==> src/rtl/audio_mem_burst_writer_pkg.sv <==
// Shared defaults for the audio memory burst writer and its ring address generator.
// Mirrors the system-level burst, data-width and audio-buffer settings.
package audio_mem_burst_writer_pkg;

    localparam int MEM_WR_BL     = 16;
    localparam int DSIZE         = 36;
    localparam int AUD_AW        = 24;
    localparam int AUD_BUF_BASE  = 0;
    localparam int AUD_BUF_WORDS = 65536;
    localparam int AUD_STALL_MAX = 1024;

    // Counter width that stays at least one bit for degenerate sizes
    function automatic int cnt_bits(input int n);
        return (n > 1) ? $clog2(n) : 1;
    endfunction

endpackage

==> src/rtl/audio_ring_addr_gen.sv <==
// Circular buffer pointer: advances by one burst and wraps back to the ring base.
// Shared by the audio write path and the audio readback path.
module audio_ring_addr_gen
    import audio_mem_burst_writer_pkg::*;
#(
    parameter int BASE_ADDR = AUD_BUF_BASE,
    parameter int BUF_WORDS = AUD_BUF_WORDS,
    parameter int BL        = MEM_WR_BL,
    parameter int AW        = AUD_AW
) (
    input  logic          clk,
    input  logic          rst,
    input  logic          advance,
    output logic [AW-1:0] ptr,
    output logic [15:0]   wrap_cnt
);

    // Ring end may equal 2^AW, so the compare carries one extra bit
    localparam longint END_L = longint'(BASE_ADDR) + longint'(BUF_WORDS);
    localparam logic [AW:0] END_ADDR = (AW+1)'(END_L);
    localparam logic [AW-1:0] BASE = AW'(BASE_ADDR);

    logic [AW:0] nxt;
    logic        wrap;

    assign nxt  = {1'b0, ptr} + (AW+1)'(BL);
    assign wrap = (nxt == END_ADDR);

    always_ff @(posedge clk or posedge rst) begin
        if (rst) begin
            ptr      <= BASE;
            wrap_cnt <= '0;
        end else if (advance) begin
            ptr      <= wrap ? BASE : nxt[AW-1:0];
            wrap_cnt <= wrap_cnt + 16'(wrap);
        end
    end

endmodule

==> src/rtl/audio_mem_burst_writer.sv <==
// Drains fixed-length PCM bursts from the audio FIFO into the external ring buffer.
// Issues one write command per burst, then streams BL beats straight from the FIFO head.
module audio_mem_burst_writer
    import audio_mem_burst_writer_pkg::*;
#(
    parameter int BL        = MEM_WR_BL,
    parameter int DW        = DSIZE,
    parameter int AW        = AUD_AW,
    parameter int BASE_ADDR = AUD_BUF_BASE,
    parameter int BUF_WORDS = AUD_BUF_WORDS,
    parameter int STALL_MAX = AUD_STALL_MAX
) (
    input  logic          rd_clk,
    input  logic          wr_rst,
    input  logic          enable,
    input  logic          burst_avail,
    output logic          burst_rd_en,
    input  logic [DW-1:0] burst_rd_data,
    output logic          mem_cmd_vld,
    input  logic          mem_cmd_rdy,
    output logic [AW-1:0] mem_cmd_addr,
    output logic          mem_wr_vld,
    input  logic          mem_wr_rdy,
    output logic [DW-1:0] mem_wr_data,
    output logic          mem_wr_last,
    output logic [AW-1:0] wr_ptr,
    output logic [15:0]   wrap_cnt,
    output logic          busy,
    output logic          err_stall
);

    localparam int BW = cnt_bits(BL);
    localparam int SW = cnt_bits(STALL_MAX + 1);
    localparam logic [BW-1:0] LAST_BEAT = BW'(BL - 1);
    localparam logic [SW-1:0] STALL_TOP = SW'(STALL_MAX);
    localparam logic [SW-1:0] STALL_PRE = SW'(STALL_MAX - 1);

    typedef enum logic [1:0] {
        IDLE = 2'd0,
        CMD  = 2'd1,
        DATA = 2'd2,
        POST = 2'd3
    } state_t;

    state_t        state;
    state_t        state_nxt;
    logic [BW-1:0] beat;
    logic          post_cnt;
    logic [SW-1:0] stall_cnt;
    logic [AW-1:0] cmd_addr;
    logic          hs;
    logic          stall;
    logic          start;
    logic          advance;

    always_comb begin
        state_nxt   = state;
        mem_cmd_vld = 1'b0;
        mem_wr_vld  = 1'b0;
        mem_wr_last = 1'b0;
        start       = 1'b0;
        unique case (state)
            IDLE: begin
                if (enable && burst_avail) begin
                    start     = 1'b1;
                    state_nxt = CMD;
                end
            end
            CMD: begin
                mem_cmd_vld = 1'b1;
                if (mem_cmd_rdy)
                    state_nxt = DATA;
            end
            DATA: begin
                mem_wr_vld  = 1'b1;
                mem_wr_last = (beat == LAST_BEAT);
                if (mem_wr_rdy && mem_wr_last)
                    state_nxt = POST;
            end
            POST: begin
                // Two idle cycles let the FIFO's delayed occupancy settle
                if (post_cnt)
                    state_nxt = IDLE;
            end
            default: state_nxt = IDLE;
        endcase
    end

    assign hs           = mem_wr_vld & mem_wr_rdy;
    assign stall        = mem_wr_vld & ~mem_wr_rdy;
    assign advance      = hs & mem_wr_last;
    assign burst_rd_en  = hs;
    assign mem_wr_data  = burst_rd_data;
    assign mem_cmd_addr = cmd_addr;
    assign busy         = (state != IDLE);

    always_ff @(posedge rd_clk or posedge wr_rst) begin
        if (wr_rst) begin
            state     <= IDLE;
            beat      <= '0;
            post_cnt  <= 1'b0;
            stall_cnt <= '0;
            cmd_addr  <= AW'(BASE_ADDR);
            err_stall <= 1'b0;
        end else begin
            state    <= state_nxt;
            post_cnt <= (state == POST) && !post_cnt;
            if (start)
                cmd_addr <= wr_ptr;
            if (hs)
                beat <= mem_wr_last ? '0 : beat + 1'b1;
            if (!stall)
                stall_cnt <= '0;
            else if (stall_cnt != STALL_TOP)
                stall_cnt <= stall_cnt + 1'b1;
            if (stall && stall_cnt == STALL_PRE)
                err_stall <= 1'b1;
        end
    end

    audio_ring_addr_gen #(
        .BASE_ADDR (BASE_ADDR),
        .BUF_WORDS (BUF_WORDS),
        .BL        (BL),
        .AW        (AW)
    ) u_addr (
        .clk      (rd_clk),
        .rst      (wr_rst),
        .advance  (advance),
        .ptr      (wr_ptr),
        .wrap_cnt (wrap_cnt)
    );

endmodule

==> config.mk <==
export PLATFORM = sky130hd
export DESIGN_NAME = audio_mem_burst_writer
export DESIGN_NICKNAME = d
export VERILOG_FILES = /design/src/rtl/audio_mem_burst_writer_pkg.sv /design/src/rtl/audio_ring_addr_gen.sv /design/src/rtl/audio_mem_burst_writer.sv
export SDC_FILE = /design/constraint.sdc
export NUM_CORES = 1
export LEC_CHECK = 0
export CAP_MARGIN = 20
export CORE_MARGIN = 1
export CORE_UTILIZATION = 42
export DETAILED_ROUTE_END_ITERATION = 6
export PLACE_DENSITY = 0.79
export SYNTH_ARGS = -nofsm -noshare
export SYNTH_HDL_FRONTEND = slang
export SYNTH_HIERARCHICAL = 1
export SYNTH_SLANG_ARGS = --single-unit
==> constraint.sdc <==
create_clock -name rd_clk -period 4.2 [get_ports rd_clk]
set_input_delay 0.63 -clock rd_clk [delete_from_list [all_inputs] [get_ports rd_clk]]
set_output_delay 0.63 -clock rd_clk [all_outputs]
set_load 0.1 [all_outputs]
==> impl_metrics.ini, run 1 <==
[yosys]
yosysWarnings = 6
synth_simple_gate_area_share_pct = 16.7
synthesis.instances = 399
netlist_area_sq_um = 4270
synth_edf_count = 0
dominant_combinational_cell_family_by_area_after_synthesis = simple AND/OR/NAND/NOR gates
synth_cell_types = 58
synth_seq_area_share_pct = 46.3
yosys.area_share.xor_xnor_pct = 8.20
postSynth.topFlopCell = sky130_fd_sc_hd__dfrtp_1
postSynthRegisterBits = 79
yosys-mux-area-fraction_pct = 7.87
share_of_the_synthesized_area_in_compound_gates_ao_oa_aoi_oai_pct = 7.35
synth-adder-area-share_pct = 3.22
synthArstFlopShare_pct = 100
avgSynthCellArea_sq_um = 10.7

[cells_and_area]
final_net_count = 488
diodes = 0
final_layout_size_suffix_gt1_share_pct = 14.4
most_used_cells_in_the_layout_excluding_fill_and_tap_cells = 79 x sky130_fd_sc_hd__dfrtp_1, 70 x sky130_fd_sc_hd__clkdlybuf4s50_1, 29 x sky130_fd_sc_hd__xnor2_1
layout-area-overhead-vs-synth_pct = 16.4
fillCellCount = 912
layout.cells.most_common = sky130_fd_sc_hd__dfrtp_1
finish.utilization_pct = 50.6

[timing]
worst-slew-pin-transition_ns = 1.02
max_slew_margin_pct = 31.5
timing_hold_violations_final = 0
fin_hold_ws_ns = 0.449
drv_slew = 0
fin_skew_ns = 0.00530
rsz0062_at_grt = no
timing.final.crit_period_ns = 3.24
final_critical_path_setup_slack_ns = 0.961
period_share_pct = 77.1
setup_tns_ns = 0
fmax_mhz = 309
finalSetupViolations = 0

[critical_path]
slowest_cell_delay_on_critical_path_ns = 0.49
reg2reg_start = u_addr/ptr[4]
worst_path_max_delay_cell = sky130_fd_sc_hd__dfrtp_1
cp_cell_sequence = ha_1 > and2_4 > nand2_2 > o41ai_2 > o211ai_2 > nor3_4 > ha_1 > ha_1 > and3_1 > nand4_1 > nor2b_1 > nand3_1 > xnor2_1
r2r-end = u_addr/wrap_cnt[12]
critPathKind = reg2reg
cp_common_cell = sky130_fd_sc_hd__ha_1
cp_max_fo = 9
critical-path-top-delay-family = simple AND/OR/NAND/NOR gates
crit_path_capture_type = flop
timing.reg2reg.worst_path_depth = 13
worst_setup_path_start_kind = flop
cp_data_arrival_time_ns = 3.47
reg2reg_setup_slack_ns = 0.96
worst-path-buf-inv = 0
required_ns = 4.43

[grt]
antenna_found_initial = 0
first_global_vias = 2892
grt_pass1_wl_um = 14000
globalRouteMet3Util_pct = 4.88
gr-usage-all-layers_pct = 17.3
groute.layer.met2.usage_pct = 27.4
top_usage_layer = met2
gr-total-overflow = 0
grt_util_met1_pct = 22.3
grt_start_max_net_pins = 44

[die]
initial_utilization_pct = 43.5
std_cell_rows = 36
placeable_core_region_sq_um = 9820
floorplan.die.width_um = 103
io-pin-count = 148
floorplan.die.height_um = 103
die_area_sq_um = 10600

[clock_tree]
cts_max_level = 3
clock-sinks = 79
clkTransAtPathRegs_ns = 0.08
ctsHoldBuffers = 0
root_buffer = sky130_fd_sc_hd__clkbuf_8
ctsResizeCount = 0
cts_buffer_depth = 2
worst_skew_pair.late_latency_ns = 0.34
postCtsSetupBuffers = 0
cts_tree = built
tritoncts.num_buffers = 9

[routing]
drt_first_iter_violations = 151
finalWirelength_um = 8500
detail_route.drc_violations = 0
drt-wirelength-per-cell_um = 14.9
detail-route-antenna-nets = 0
drt-pass1-iter-count = 5
post_dr_vias_cell = 5.23
route.vias.total = 2989

[power_and_ir_drop]
power.ir.vdd_worst_uv = 429
p_comb_share_pct = 33.6
power_per_cell_area_nw_per_um2 = 415
post-layout-total-power_uw = 2060
p_clk_share_pct = 23.9
power.static_leakage_uw = 0.00217
power.switching_uw = 818
internal_power_uw = 1240
seq_power_share_pct = 42.5
power.share.switching_pct = 39.7

[placement]
globalplace.congestion = 0.845
place_ws_ns = 0.977
hpwlAfterDp_um = 6180
io_buffer_count = 71

[worst_hold_path]
hold-path-cell-count = 1
hp-start = post_cnt
holdPathEnd = post_cnt
worst_hold_path_type = reg2reg

[run]
max_cap_viol_count = 0

[outcome]
run_status = finished clean
==> layer usage <==
layer	vias up	part of all wire, %	wire length, um
li1	1409	-	-
met1	1472	45	3810
met2	87	48	4050
met3	21	5.9	503
met4	0	1.7	141
met5	-	0	0
==> worst register-to-register path, stage by stage (launching register included) <==
cell	delay (ns)
sky130_fd_sc_hd__dfrtp_1	0.49
sky130_fd_sc_hd__ha_1	0.27
sky130_fd_sc_hd__and2_4	0.20
sky130_fd_sc_hd__nand2_2	0.10
sky130_fd_sc_hd__o41ai_2	0.40
sky130_fd_sc_hd__o211ai_2	0.20
sky130_fd_sc_hd__nor3_4	0.21
sky130_fd_sc_hd__ha_1	0.21
sky130_fd_sc_hd__ha_1	0.16
sky130_fd_sc_hd__and3_1	0.17
sky130_fd_sc_hd__nand4_1	0.19
sky130_fd_sc_hd__nor2b_1	0.26
sky130_fd_sc_hd__nand3_1	0.13
sky130_fd_sc_hd__xnor2_1	0.14
==> area by class of cell <==
class | instances | area (sq um) | area share, %
Inverter | 18 | 67.6 | 1.36
Clock buffer | 12 | 145 | 2.92
Multi-Input combinational cell | 253 | 1870 | 37.5
Sequential cell | 79 | 1980 | 39.7
Tap cell | 133 | 166 | 3.35
Clock inverter | 3 | 20.0 | 0.403
Timing Repair Buffer | 74 | 731 | 14.7
==> per-stage QoR <==
| step | instance area [sq um] | cells |
|---|---|---|
| 6_report | 4970 | 572 |
| 5_1_grt | 4970 | 572 |
| 4_1_cts | 4970 | 572 |
| 3_5_place_dp | 4810 | 557 |
| 3_3_place_gp | 4810 | 557 |
| 2_1_floorplan | 4290 | 402 |
==> state kept, by name, summed over array words and instances, names as in the netlist <==
name and cells:
u_addr/wrap_cnt 16, mem_cmd_addr 24, state 2, err_stall 1, stall_cnt 11, post_cnt 1
u_addr/ptr 20, beat 4
==> how the worst max path moves through the flow <==
stage	startpoint	endpoint	slack, ns	cells past startpoint
after floorplan	u_addr/ptr[4]	u_addr/wrap_cnt[12]	0.49	14
after CTS	state[0]	mem_wr_last	0.95	5
final	u_addr/ptr[4]	u_addr/wrap_cnt[12]	0.96	13
after global placement	u_addr/ptr[4]	u_addr/wrap_cnt[14]	1.15	13
after detailed placement	u_addr/ptr[5]	u_addr/wrap_cnt[12]	0.98	13
after global routing	u_addr/ptr[5]	u_addr/wrap_cnt[14]	0.64	13
==> Yosys cell counts (4+ instances only) <==
master	number	area [sq um]
sky130_fd_sc_hd__a21oi_1	9	45.0
sky130_fd_sc_hd__and3_1	7	43.8
sky130_fd_sc_hd__buf_2	4	20.0
sky130_fd_sc_hd__buf_4	44	330
sky130_fd_sc_hd__dfrtp_1	79	1980
sky130_fd_sc_hd__ha_1	11	138
sky130_fd_sc_hd__inv_1	18	67.6
sky130_fd_sc_hd__mux2_2	27	304
sky130_fd_sc_hd__nand2_1	27	101
sky130_fd_sc_hd__nand3_1	23	115
sky130_fd_sc_hd__nand4_1	10	62.6
sky130_fd_sc_hd__nor2_1	22	82.6
sky130_fd_sc_hd__nor3_1	5	25.0
sky130_fd_sc_hd__o21ai_0	6	30.0
sky130_fd_sc_hd__o31ai_1	4	30.0
sky130_fd_sc_hd__or3_1	6	37.5
sky130_fd_sc_hd__xnor2_1	29	254
sky130_fd_sc_hd__xor2_1	11	96.3
==> kinds of logic after synthesis <==
| logic type | count (synthesis) |
|---|---|
| xor gates and xnor gates | 40 |
| muxes | 30 |
| and+or+nand+nor | 128 |
| DFF | 79 |
| adders and majority gates | 11 |
| buffers and inverters | 70 |
| other | 1 |
| AOI/OAI and AO/OA | 40 |
==> power groups by stage <==
stage	combinational, uW	sequential (uW)	clock [uW]
global placement	683	884	0
floorplan	538	1070	0
detailed placement	696	891	0
global route	736	886	537
finish	694	877	492
CTS	700	876	514
(Power assumes the default switching activity.)
==> run 2, diff against run 1 <==
--- a/config.mk
+++ b/config.mk
@@ -7,9 +7,9 @@
 export LEC_CHECK = 0
 export CAP_MARGIN = 20
 export CORE_MARGIN = 1
-export CORE_UTILIZATION = 42
+export CORE_UTILIZATION = 41
 export DETAILED_ROUTE_END_ITERATION = 6
-export PLACE_DENSITY = 0.79
+export PLACE_DENSITY = 0.81
 export SYNTH_ARGS = -nofsm -noshare
 export SYNTH_HDL_FRONTEND = slang
 export SYNTH_HIERARCHICAL = 1
==> constraint.sdc (replaced) <==
create_clock -name rd_clk -period 2.8 [get_ports rd_clk]
set_input_delay 0.42 -clock rd_clk [delete_from_list [all_inputs] [get_ports rd_clk]]
set_output_delay 0.42 -clock rd_clk [all_outputs]
set_load 0.1 [all_outputs]
==> run 2 against run 1 <==
Against the previous run: final cell count increased by 7.3%; first-iteration DRC count decreased by 17%; cell area increased by 8.3%; via count increased by 5.8%; highest routed layer unchanged; flip-flop and latch count unchanged; critical path type unchanged; clock power increased by 72%; hold slack got worse by 0.11 ns.
==> impl_metrics.ini, run 2 (synthesized netlist as in run 1, its figures left out) <==
[outcome]
run_status = finished clean

[routing]
route.vias.total = 3163
drt-pass1-iter-count = 4
finalWirelength_um = 9000
detail_route.drc_violations = 0
drt-wirelength-per-cell_um = 14.7
detail-route-antenna-nets = 0
drt_first_iter_violations = 125
post_dr_vias_cell = 5.15

[critical_path]
critical-path-top-delay-family = simple AND/OR/NAND/NOR gates
worst-path-buf-inv = 1
critPathKind = reg2reg
cp_data_arrival_time_ns = 3.04
cp_max_fo = 6
reg2reg_start = u_addr/ptr[7]
worstSetupStartpoint = u_addr/ptr[7]
worst_path_max_delay_cell = sky130_fd_sc_hd__dfrtp_2
worst_setup_path_start_kind = flop
cp_cell_sequence = buf_4 > and3_1 > a211o_1 > a21boi_2 > nand4_2 > nor3_4 > ha_2 > ha_4 > and3_4 > nand4_1 > nor2b_2 > nand3_1 > xnor2_1
timing.critical_path.to = u_addr/wrap_cnt[12]
crit_path_capture_type = flop
slowest_cell_delay_on_critical_path_ns = 0.44
required_ns = 3.04
timing.reg2reg.worst_path_depth = 13
reg2reg_setup_slack_ns = 0.004
count_of_cell_instances_traversed_by_the_critical_path = 13
r2r-end = u_addr/wrap_cnt[12]

[timing]
max_slew_margin_pct = 62.6
fmax_mhz = 358
timing_hold_violations_final = 0
finalSetupViolations = 0
fin_skew_ns = 0.00902
period_share_pct = 99.9
rsz0062_at_grt = yes
drv_slew = 0
worst-slew-pin-transition_ns = 0.559
final_critical_path_setup_slack_ns = 0.00393
timing.final.crit_period_ns = 2.80

[cells_and_area]
most_used_cells_in_the_layout_excluding_fill_and_tap_cells = 106 x sky130_fd_sc_hd__buf_4, 59 x sky130_fd_sc_hd__dfrtp_1, 28 x sky130_fd_sc_hd__xnor2_1
layout.cells.most_common = sky130_fd_sc_hd__buf_4
fillCellCount = 819
flip_flop_count_of_the_largest_register_all_copies_and_words_added = 24
final_net_count = 530
layout-area-overhead-vs-synth_pct = 26.0
finish.instance_area_sq_um = 5390
final_layout_size_suffix_gt1_share_pct = 44.1
diodes = 0

[power_and_ir_drop]
power.share.switching_pct = 38.2
power.ir.vdd_worst_uv = 927
internal_power_uw = 1990
seq_power_share_pct = 41.0
power.switching_uw = 1230
power.static_leakage_uw = 0.00251
p_comb_share_pct = 32.7
p_clk_share_pct = 26.4
power_per_cell_area_nw_per_um2 = 597

[grt]
grt_start_max_net_pins = 37
gr-usage-all-layers_pct = 16.7
antenna_found_initial = 0
first_global_vias = 3032
gr-total-overflow = 0
grt_pass1_wl_um = 14600

[clock_tree]
clkTransAtPathRegs_ns = 0.08
cts_max_level = 3
worst_skew_pair.late_latency_ns = 0.35
cts_buffer_depth = 2
clock-sinks = 79
tritoncts.num_buffers = 9
cts_tree = built
ctsHoldBuffers = 0
root_buffer = sky130_fd_sc_hd__clkbuf_8

[die]
floorplan.die.width_um = 104
std_cell_rows = 36
placeable_core_region_sq_um = 9950
floorplan.die.height_um = 104
die_area_sq_um = 10800
io-pin-count = 148
initial_utilization_pct = 42.9

[placement]
globalplace.congestion = 0.940
place_ws_ns = -0.0772
hpwlAfterDp_um = 6340
io_buffer_count = 71
dp_area_sq_um = 4900

[run]
max_cap_viol_count = 0

[worst_hold_path]
worst_hold_path_type = in2async
[run 2: cell types whose count changed in the layout (fill, tap and decap cells not counted), moves of 4 or more]
cell / change
sky130_fd_sc_hd__ha_1: -4
sky130_fd_sc_hd__dfrtp_1: -20
sky130_fd_sc_hd__dfrtp_2: +13
sky130_fd_sc_hd__buf_4: +102
sky130_fd_sc_hd__dfrtp_4: +7
sky130_fd_sc_hd__clkdlybuf4s50_1: -65
[run 2: layout make-up]
cell class | instances | area (sq um) | share of cell area [%]
Clock buffer | 12 | 155 | 2.88
Clock inverter | 3 | 42.5 | 0.790
Inverter | 18 | 67.6 | 1.25
Multi-Input combinational cell | 253 | 2010 | 37.4
Sequential cell | 79 | 2020 | 37.5
Tap cell | 133 | 166 | 3.09
Timing Repair Buffer | 116 | 921 | 17.1
[run 2: worst min path at each step]
stage                            end  slack (ns)  cells past startpoint
finish              mem_cmd_addr[19]        0.34                      2
floorplan                   post_cnt        0.40                      1
global route        mem_cmd_addr[23]        0.35                      2
detailed placement          post_cnt        0.43                      1
CTS                 mem_cmd_addr[19]        0.33                      2
global placement            post_cnt        0.42                      1
[run 2: layer usage]
metal / track usage (%) / vias to the layer above / wire (um)
met5: 0 / - / 0
met4: 8.37 / 0 / 248
met3: 3.57 / 29 / 540
met2: 26.6 / 123 / 4240
met1: 21.6 / 1506 / 3970
li1: - / 1505 / -
[run 2: worst reg2reg max path, stage by stage (launching register included)]
cell,delay (ns)
sky130_fd_sc_hd__dfrtp_2,0.44
sky130_fd_sc_hd__buf_4,0.17
sky130_fd_sc_hd__and3_1,0.17
sky130_fd_sc_hd__a211o_1,0.32
sky130_fd_sc_hd__a21boi_2,0.17
sky130_fd_sc_hd__nand4_2,0.12
sky130_fd_sc_hd__nor3_4,0.18
sky130_fd_sc_hd__ha_2,0.25
sky130_fd_sc_hd__ha_4,0.14
sky130_fd_sc_hd__and3_4,0.18
sky130_fd_sc_hd__nand4_1,0.14
sky130_fd_sc_hd__nor2b_2,0.18
sky130_fd_sc_hd__nand3_1,0.11
sky130_fd_sc_hd__xnor2_1,0.14
[run 2: metrics by stage]
stage / utilization, % / instances / setup TNS, ns / power [uW] / hold WS [ns]
after floorplan: - / 402 / -2.52 / 2430 / 0.404
after global placement: 49.2 / 578 / 0 / 2360 / 0.423
after detailed placement: 49.2 / 578 / -0.185 / 2400 / 0.429
after CTS: 52.0 / 600 / 0 / 3250 / 0.332
after global routing: 54.1 / 614 / -0.750 / 3350 / 0.354
final: 54.1 / 614 / 0 / 3220 / 0.338
[run 2: repair_timing]
| item | CTS | global route |
|---|---|---|
| pin swaps | 8 | 16 |
| setup endpoints to repair | 6 | 10 |
| setup buffers | 7 | 14 |
| cloned | 0 | 0 |
| resized for setup | 7 | 20 |
[run 2: power by group through the flow]
stage | sequential [uW] | combinational (uW) | clock (uW)
final | 1320 | 1050 | 848
after CTS | 1320 | 1060 | 872
after floorplan | 1610 | 816 | 0
after global placement | 1330 | 1030 | 0
after global routing | 1330 | 1110 | 909
after detailed placement | 1340 | 1060 | 0
